$ cat config.mk
export PLATFORM = sky130hd
export DESIGN_NAME = power_meter_mc_flat
export DESIGN_NICKNAME = d
export VERILOG_FILES = /design/src/rtl/pm_pkg.sv /design/src/rtl/power_meter_mc_if.sv /design/src/rtl/pm_channel.sv /design/src/rtl/power_meter_mc.sv /design/src/flat_wrapper.sv
export SDC_FILE = /design/constraint.sdc
export NUM_CORES = 1
export LEC_CHECK = 0
export CAP_MARGIN = 30
export CORE_ASPECT_RATIO = 1.4
export CORE_MARGIN = 1.5
export CORE_UTILIZATION = 50
export CTS_BUF_LIST = sky130_fd_sc_hd__clkbuf_16
export DETAILED_ROUTE_END_ITERATION = 10
export GPL_ROUTABILITY_DRIVEN = 1
export PLACE_DENSITY = 0.69
export SLEW_MARGIN = 10
export SYNTH_ARGS = -nofsm -noshare
export SYNTH_HDL_FRONTEND = slang
export SYNTH_SLANG_ARGS = --single-unit
$ cat constraint.sdc
create_clock -name clk_sys -period 5.8 [get_ports clk_sys]
set_clock_uncertainty 0.2 [all_clocks]
set_input_delay 1.16 -clock clk_sys [delete_from_list [all_inputs] [get_ports clk_sys]]
set_output_delay 1.16 -clock clk_sys [all_outputs]
set_load 0.005 [all_outputs]
$ cat src/rtl/pm_pkg.sv
// Shared definitions for the multi-channel power meter.
//   pm_state_e : measurement FSM states
//   acc_width  : accumulator width needed for a window of 2^win_log2_max squares
//   clamp_win  : limits a requested window exponent to 1..w_max
package pm_pkg;

  typedef enum logic [1:0] {
    IDLE  = 2'd0,
    RUN   = 2'd1,
    FLUSH = 2'd2
  } pm_state_e;

  function automatic int acc_width(input int data_w, input int win_log2_max);
    return 2 * data_w + win_log2_max;
  endfunction

  function automatic logic [3:0] clamp_win(input logic [3:0] w, input logic [3:0] w_max);
    if (w == 4'd0) return 4'd1;
    if (w > w_max) return w_max;
    return w;
  endfunction

endpackage

$ cat src/rtl/power_meter_mc_if.sv
// Result channel of the power meter (valid/ready).
//   out_valid : result available          (master -> slave)
//   out_ready : consumer accepts result   (slave -> master)
//   out_msq   : CH x 2*DATA_W mean-square, channel c at [c*2*DATA_W +: 2*DATA_W]
//   out_peak  : CH x DATA_W peak |x|,      channel c at [c*DATA_W +: DATA_W]
interface power_meter_mc_if
  import pm_pkg::*;
#(
  parameter int CH     = 2,
  parameter int DATA_W = 12
) ();

  logic                     out_valid;
  logic                     out_ready;
  logic [CH*2*DATA_W-1:0]   out_msq;
  logic [CH*DATA_W-1:0]     out_peak;

  modport master (output out_valid, output out_msq, output out_peak, input out_ready);
  modport slave  (input out_valid, input out_msq, input out_peak, output out_ready);

endinterface

$ cat src/rtl/pm_channel.sv
// One measurement channel: input register, squarer, accumulator, peak tracker.
//   ad_data  : this channel's ADC sample
//   cap_en   : register ad_data into stage p0
//   vld_p1   : stage p1 holds a sample to fold into the accumulator
//   clr      : zero accumulator and peak (wins over a concurrent fold)
//   win_q    : window exponent used to normalise the mean-square
//   msq_nxt  : mean-square including the sample being folded this cycle
//   peak_nxt : peak including the sample being folded this cycle
module pm_channel
  import pm_pkg::*;
#(
  parameter int DATA_W       = 12,
  parameter int WIN_LOG2_MAX = 12,
  parameter bit SIGNED       = 1'b1
) (
  input  logic                  clk_sys,
  input  logic                  rst_n,
  input  logic [DATA_W-1:0]     ad_data,
  input  logic                  cap_en,
  input  logic                  vld_p1,
  input  logic                  clr,
  input  logic [3:0]            win_q,
  output logic [2*DATA_W-1:0]   msq_nxt,
  output logic [DATA_W-1:0]     peak_nxt
);

  localparam int ACC_W = acc_width(DATA_W, WIN_LOG2_MAX);
  localparam int MSQ_W = 2 * DATA_W;

  logic [DATA_W-1:0] x_p0;
  logic [MSQ_W-1:0]  sq_p1;
  logic [DATA_W-1:0] mag_p1;
  logic [ACC_W-1:0]  acc_p2;
  logic [DATA_W-1:0] peak_p2;
  logic [ACC_W-1:0]  acc_sum;

  // Low 2*DATA_W bits of the product are exact: the largest square is 2^(2*DATA_W-2).
  function automatic logic [MSQ_W-1:0] square(input logic [DATA_W-1:0] x);
    logic signed [MSQ_W-1:0] xs;
    logic [MSQ_W-1:0]        xu;
    if (SIGNED) begin
      xs = {{DATA_W{x[DATA_W-1]}}, x};
      return $unsigned(xs * xs);
    end
    xu = {{DATA_W{1'b0}}, x};
    return xu * xu;
  endfunction

  // Negating the most negative code yields 2^(DATA_W-1), which is correct read as unsigned.
  function automatic logic [DATA_W-1:0] magnitude(input logic [DATA_W-1:0] x);
    if (SIGNED && x[DATA_W-1]) return -x;
    return x;
  endfunction

  // p0: sample capture
  always_ff @(posedge clk_sys) begin
    if (cap_en) x_p0 <= ad_data;
  end

  // p1: square and magnitude
  always_ff @(posedge clk_sys) begin
    sq_p1  <= square(x_p0);
    mag_p1 <= magnitude(x_p0);
  end

  // p2: accumulate and track peak
  always_comb begin
    acc_sum  = acc_p2;
    peak_nxt = peak_p2;
    if (vld_p1) begin
      acc_sum = acc_p2 + ACC_W'(sq_p1);
      if (mag_p1 > peak_p2) peak_nxt = mag_p1;
    end
  end

  assign msq_nxt = MSQ_W'(acc_sum >> win_q);

  always_ff @(posedge clk_sys) begin
    if (!rst_n || clr) begin
      acc_p2  <= '0;
      peak_p2 <= '0;
    end else begin
      acc_p2  <= acc_sum;
      peak_p2 <= peak_nxt;
    end
  end

endmodule

$ cat src/rtl/power_meter_mc.sv
// Multi-channel mean-square power meter.
//   clk_sys, rst_n : system clock, synchronous active-low reset
//   clk_samp       : sample clock (asynchronous, period >= 4 clk_sys)
//   ad_data        : CH samples, channel c at [c*DATA_W +: DATA_W]
//   start/stop     : one-cycle pulses; stop wins
//   cont, win_log2 : continuous mode and window exponent, latched at start
//   busy           : measurement in RUN or FLUSH
//   overrun        : sticky, an unread result was overwritten
//   res            : result valid/ready channel (mean-square and peak)
module power_meter_mc
  import pm_pkg::*;
#(
  parameter int DATA_W       = 12,
  parameter int CH           = 2,
  parameter bit SIGNED       = 1'b1,
  parameter int WIN_LOG2_MAX = 12
) (
  input  logic                 clk_sys,
  input  logic                 rst_n,
  input  logic                 clk_samp,
  input  logic [CH*DATA_W-1:0] ad_data,
  input  logic                 start,
  input  logic                 stop,
  input  logic                 cont,
  input  logic [3:0]           win_log2,
  output logic                 busy,
  output logic                 overrun,
  power_meter_mc_if.master     res
);

  localparam int         CNT_W = WIN_LOG2_MAX + 1;
  localparam logic [3:0] WMAX  = 4'(WIN_LOG2_MAX);

  pm_state_e state, state_nxt;

  logic                   samp_s1, samp_s2, samp_s3, samp_stb;
  logic                   cont_q;
  logic [3:0]             win_q;
  logic [CNT_W-1:0]       cnt, win_last;
  logic                   flush_2nd;
  logic                   cap_en, vld_p0, vld_p1, clr, publish, go_run, last_stb;
  logic                   valid_q;
  logic [CH*2*DATA_W-1:0] msq_nxt, msq_q;
  logic [CH*DATA_W-1:0]   peak_nxt, peak_q;

  // Two-flop synchroniser followed by a rising-edge detect.
  always_ff @(posedge clk_sys) begin
    if (!rst_n) begin
      samp_s1 <= 1'b0;
      samp_s2 <= 1'b0;
      samp_s3 <= 1'b0;
    end else begin
      samp_s1 <= clk_samp;
      samp_s2 <= samp_s1;
      samp_s3 <= samp_s2;
    end
  end
  assign samp_stb = samp_s2 & ~samp_s3;

  assign win_last = (CNT_W'(1) << win_q) - CNT_W'(1);
  assign last_stb = (state == RUN) && samp_stb && (cnt == win_last);

  always_comb begin
    state_nxt = state;
    publish   = 1'b0;
    go_run    = 1'b0;
    case (state)
      IDLE: begin
        if (start && !stop) begin
          state_nxt = RUN;
          go_run    = 1'b1;
        end
      end
      RUN: begin
        if (stop)          state_nxt = IDLE;
        else if (last_stb) state_nxt = FLUSH;
      end
      FLUSH: begin
        if (stop) begin
          state_nxt = IDLE;
        end else if (flush_2nd) begin
          publish   = 1'b1;
          state_nxt = cont_q ? RUN : IDLE;
        end
      end
      default: state_nxt = IDLE;
    endcase
  end

  always_ff @(posedge clk_sys) begin
    if (!rst_n) begin
      state     <= IDLE;
      flush_2nd <= 1'b0;
      cont_q    <= 1'b0;
      win_q     <= 4'd1;
    end else begin
      state     <= state_nxt;
      flush_2nd <= (state == FLUSH) && (state_nxt == FLUSH);
      if (go_run) begin
        cont_q <= cont;
        win_q  <= clamp_win(win_log2, WMAX);
      end
    end
  end

  // In continuous mode strobes landing in FLUSH already belong to the next window.
  assign cap_en = samp_stb && !stop && ((state == RUN) || ((state == FLUSH) && cont_q));
  // The accumulators restart on a continuous publish; the sample folded at that
  // edge is the old window's last one and is already inside msq_nxt.
  assign clr    = go_run || (publish && cont_q);

  always_ff @(posedge clk_sys) begin
    if (!rst_n) begin
      vld_p0 <= 1'b0;
      vld_p1 <= 1'b0;
      cnt    <= '0;
    end else begin
      vld_p0 <= cap_en;
      vld_p1 <= vld_p0 && !stop && (state != IDLE);
      if (go_run || stop) cnt <= '0;
      else if (cap_en)    cnt <= last_stb ? '0 : cnt + 1'b1;
    end
  end

  for (genvar c = 0; c < CH; c++) begin : g_ch
    pm_channel #(
      .DATA_W      (DATA_W),
      .WIN_LOG2_MAX(WIN_LOG2_MAX),
      .SIGNED      (SIGNED)
    ) u_ch (
      .clk_sys (clk_sys),
      .rst_n   (rst_n),
      .ad_data (ad_data[c*DATA_W +: DATA_W]),
      .cap_en  (cap_en),
      .vld_p1  (vld_p1),
      .clr     (clr),
      .win_q   (win_q),
      .msq_nxt (msq_nxt[c*2*DATA_W +: 2*DATA_W]),
      .peak_nxt(peak_nxt[c*DATA_W +: DATA_W])
    );
  end

  // A publish always lands; a pending unread result is overwritten and flagged.
  always_ff @(posedge clk_sys) begin
    if (!rst_n) begin
      valid_q <= 1'b0;
      msq_q   <= '0;
      peak_q  <= '0;
      overrun <= 1'b0;
    end else begin
      if (publish) begin
        msq_q   <= msq_nxt;
        peak_q  <= peak_nxt;
        valid_q <= 1'b1;
        if (valid_q && !res.out_ready) overrun <= 1'b1;
      end else if (valid_q && res.out_ready) begin
        valid_q <= 1'b0;
      end
      if (go_run) overrun <= 1'b0;
    end
  end

  assign res.out_valid = valid_q;
  assign res.out_msq   = msq_q;
  assign res.out_peak  = peak_q;
  assign busy          = (state == RUN) || (state == FLUSH);

endmodule
$ cat src/flat_wrapper.sv
// flat-port wrapper written by rule: the top's interface ports become plain ports
module power_meter_mc_flat import pm_pkg::*;
#(
  parameter int DATA_W       = 12,
  parameter int CH           = 2,
  parameter bit SIGNED       = 1'b1,
  parameter int WIN_LOG2_MAX = 12
)
  (clk_sys, rst_n, clk_samp, ad_data, start, stop, cont, win_log2, busy, overrun, res_out_valid, res_out_msq, res_out_peak, res_out_ready);
  power_meter_mc_if #(.CH(CH), .DATA_W(DATA_W)) res_i ();
  input  logic clk_sys;
  input  logic rst_n;
  input  logic clk_samp;
  input  logic [CH*DATA_W-1:0] ad_data;
  input  logic start;
  input  logic stop;
  input  logic cont;
  input  logic [3:0] win_log2;
  output logic busy;
  output logic overrun;
  output wire logic [$bits(res_i.out_valid)-1:0] res_out_valid;
  output wire logic [$bits(res_i.out_msq)-1:0] res_out_msq;
  output wire logic [$bits(res_i.out_peak)-1:0] res_out_peak;
  input wire logic [$bits(res_i.out_ready)-1:0] res_out_ready;
  assign res_out_valid = res_i.out_valid;
  assign res_out_msq = res_i.out_msq;
  assign res_out_peak = res_i.out_peak;
  assign res_i.out_ready = res_out_ready;
  power_meter_mc #(.DATA_W(DATA_W), .CH(CH), .SIGNED(SIGNED), .WIN_LOG2_MAX(WIN_LOG2_MAX)) u_core (.clk_sys(clk_sys), .rst_n(rst_n), .clk_samp(clk_samp), .ad_data(ad_data), .start(start), .stop(stop), .cont(cont), .win_log2(win_log2), .busy(busy), .overrun(overrun), .res(res_i));
endmodule
==> metrics <==
synthesis warning total 0; initial antenna violation count 0; core area roughly 53000 µm²; max-slew violations 0; Crit Path Class reg2reg; number of global-route vias before repair between 20000 and 25000; Peak VDD IR ~0.24 mV; CP max FO 6; count leader, synth inv_1; Synth Area per Inst around 8.6 µm²; grt total ovfl 0; WP data arrival slightly below 6000 ps; DRT Pass-1 Iters 8; slowest stage delay, CP 540 ps; Psw about 1.8 mW; Diodes inserted 0; clk slew on worst S/H paths approximately 60 ps; Yosys cell types 98; CP max-delay cell fa_1; status completed; io pins 110; pre-CTS setup slack -49.4 ps; Clk network pwr share between 30% and 40%; post-route setup slack roughly 110 ps; HP Class reg2reg; total of max-cap violations 0; most frequent cells after synthesis 419 x inv_1, 323 x nor2_1, 264 x dfxtp_1; Hold Vio Cnt, Final 0; post-route antenna net violation count 0; Port-buffer cells about 110; GRT Util Overall roughly 26%; top cells by area, synth dfxtp_1 20%, fa_1 18%, ha_1 9.0%, inv_1 5.8%, nor2_1 4.5%; largest net degree at the start of global routing 71; crit-path leading delay family adder cells; die width 199 µm; hold slack between 200 and 250 ps; sequential fraction of the synthesis area 22.2%; Root Buffer clkbuf_16; Pwr Density slightly below 200 nW/µm²; Vias per Instance between 5 and 6; CTS tree built; Top cell by count, worst path fa_1; fin nets ~3700; top_reg_cell synth dfxtp_1; hold path endpoint u_core.vld_p1; total chip power 5.88 mW; remaining routing DRC violations 0; switch share between 30% and 40%; crit-path cells buf_4 -> buf_4 -> and2_1 -> fa_1 -> inv_1 -> fa_1 -> fa_1 -> inv_1 -> fa_1 -> inv_1 -> fa_1 -> inv_1 -> ha_1 -> a21oi_1 -> o21a_1 -> o211ai_1 -> a31oi_2 -> nor2b_1 -> o21a_1 -> o41a_1 -> xor2_1; clock tree buffer depth 3; minimum clock period between 5000 and 6000 ps; r2r startpoint u_core.g_ch[0].u_ch.x_p0[2]; Setup Viol. Count Final 0; Buffers & Inverters on Critical Path 6; Die ar. approximately 55000 µm²; Hold Startpoint u_core.vld_p0; r2r endpoint u_core.g_ch[0].u_ch.sq_p1[22]; die span in y roughly 280 µm; Pint roughly 4 mW; Logic pwr share between 20% and 30%; Critical Path Source Type flip-flop; WL final roughly 70000 µm; CTS buffer count 34; Syn-to-layout area delta 12.4%; cell taking the most area after synthesis dfxtp_1; fraction of layout cells with a size suffix above 1 under 10%; setup TNS 0 ps; Slew headroom 35.2%; detailed-route via count 22500; Flop pwr share between 30% and 40%; worst skew pair latency about 550 ps; Syn Inst Count approximately 3100; Mapped Nets ~3600; EDFF count, synth 24; CTS HTree Levels 2; Worst Hold Depth 2; Detail Placement HPWL around 55000 µm; worst slew pin tran between 900 and 1000 ps; fin crit share 98.2%; R2R Setup Slk 110 ps; post-layout util 56.9%; Synth async-reset ratio 0%; #FFs+latches synth 288; first-pass GRT wire length about 120000 µm; hold-fix buffer count after cts 0; synthesized area ~27000 µm²; Yosys top cell area share between 10% and 20%; WL/cell around 18 µm; number of DRC markers in iteration 0 1209; fmax about 0.18 GHz; CP required a little over 6000 ps; Lkg Pwr 13.4 nW; site row count 100; routability congestion estimate around 0.95; CP Capture Type flip-flop; r2r worst-path depth 21; CTS Sinks roughly 290; Initial Utilization 50.7%
-- metal layers --
layer / share of wire (%) / GRT usage (%) / up-vias
li1: - / - / 10800
met1: 42 / 31.6 / 10900
met2: 49 / 44.9 / 703
met3: 4.7 / 2.93 / 166
met4: 3.9 / 10.7 / 0
met5: 0 / 0 / -
-- cells by family after synthesis --
family / count (synthesis) / share of synthesized area [%]
buf+inv: 577 / 8.11
xor+xnor: 120 / 3.89
flops: 288 / 22.2
simple gates: 925 / 16.0
fa+ha+maj: 444 / 27.5
mux: 144 / 6.08
compound gates: 644 / 16.2
-- worst min-delay path: stages, from the launching register on --
cell     delay [ps]
dfxtp_1         290
nand2_1          50
nor3_1           60
-- power groups by stage --
stage / Combinational [mW] / Sequential [mW] / Clock [mW]
after floorplan: 1.07 / 2.19 / 0
after global placement: 1.33 / 2.23 / 0
after detailed placement: 1.36 / 2.23 / 0
after CTS: 1.37 / 2.19 / 2.34
after global routing: 1.57 / 2.20 / 2.41
final: 1.40 / 2.19 / 2.30
-- cell type report --
type / count / area (µm²)
Clock buffer: 39 / 976
Clock inverter: 21 / 219
Fill cell: 4848 / 22900
Inverter: 423 / 1590
Multi-Input combinational cell: 2277 / 18900
Sequential cell: 288 / 6010
Tap cell: 714 / 893
Timing Repair Buffer: 199 / 1760
-- timing repair --
action,CTS,global route
pin swaps,0,3
setup endpoints to repair,2,12
resized for setup,1,24
buffers inserted,2,19
-- flip-flops by register name, indices dropped and copies added (netlist names), 2 cells and up --
register and count:
u_core.res.out_peak 24, u_core.g_ch.u_ch.mag_p1 22, u_core.res.out_msq 48, u_core.g_ch.u_ch.peak_p2 24, u_core.g_ch.u_ch.sq_p1 46, u_core.cnt 13
u_core.g_ch.u_ch.x_p0 24, u_core.win_q 4, u_core.state 2, u_core.g_ch.u_ch.acc_p2 72
-- cells in the final DEF, fill, tap and decap left out, types with 12 or more instances in the layout --
| cell type | synthesis | final |
|---|---|---|
| a211oi_1 | 55 | 55 |
| a21o_1 | 46 | 46 |
| a21oi_1 | 158 | 154 |
| a31oi_1 | 29 | 28 |
| and2_1 | 61 | 61 |
| and3_1 | 28 | 28 |
| buf_4 | 1 | 86 |
| clkbuf_16 | 0 | 39 |
| clkdlybuf4s50_1 | 0 | 108 |
| dfxtp_1 | 264 | 259 |
| edfxtp_1 | 24 | 24 |
| fa_1 | 249 | 249 |
| ha_1 | 195 | 193 |
| inv_1 | 419 | 423 |
| mux2_2 | 26 | 26 |
| mux2i_1 | 104 | 104 |
| mux4_2 | 13 | 13 |
| nand2_1 | 225 | 225 |
| nand2b_1 | 22 | 22 |
| nand3_1 | 68 | 67 |
| nand4_1 | 22 | 22 |
| nor2_1 | 323 | 318 |
| nor2b_1 | 32 | 32 |
| nor3_1 | 68 | 65 |
| o2111ai_1 | 12 | 12 |
| o211ai_1 | 34 | 34 |
| o21a_1 | 20 | 20 |
| o21ai_0 | 114 | 108 |
| o22ai_1 | 15 | 15 |
| o31ai_1 | 18 | 18 |
| or3_1 | 24 | 24 |
| xnor2_1 | 85 | 85 |
| xor2_1 | 35 | 35 |
-- stage by stage --
stage               cell area (µm²)  cells
floorplan                     27000   3142
global placement              28900   3879
detailed placement            28900   3880
CTS                           30200   3942
global route                  30400   3961
finish                        30400   3961
-- worst max path at each step --
stage	start	cells past startpoint	endpoint	slack, ps
after floorplan	u_core.g_ch[1].u_ch.x_p0[7]	21	u_core.g_ch[1].u_ch.sq_p1[20]	150
after global placement	u_core.g_ch[1].u_ch.x_p0[2]	24	u_core.g_ch[1].u_ch.sq_p1[20]	90
after detailed placement	u_core.g_ch[1].u_ch.x_p0[7]	21	u_core.g_ch[1].u_ch.sq_p1[22]	-50
after CTS	u_core.g_ch[0].u_ch.x_p0[4]	20	u_core.g_ch[0].u_ch.sq_p1[22]	10
after global routing	u_core.g_ch[0].u_ch.x_p0[2]	21	u_core.g_ch[0].u_ch.sq_p1[22]	-80
final	u_core.g_ch[0].u_ch.x_p0[2]	21	u_core.g_ch[0].u_ch.sq_p1[22]	110
No activity file was read; power rests on OpenSTA's default activity.
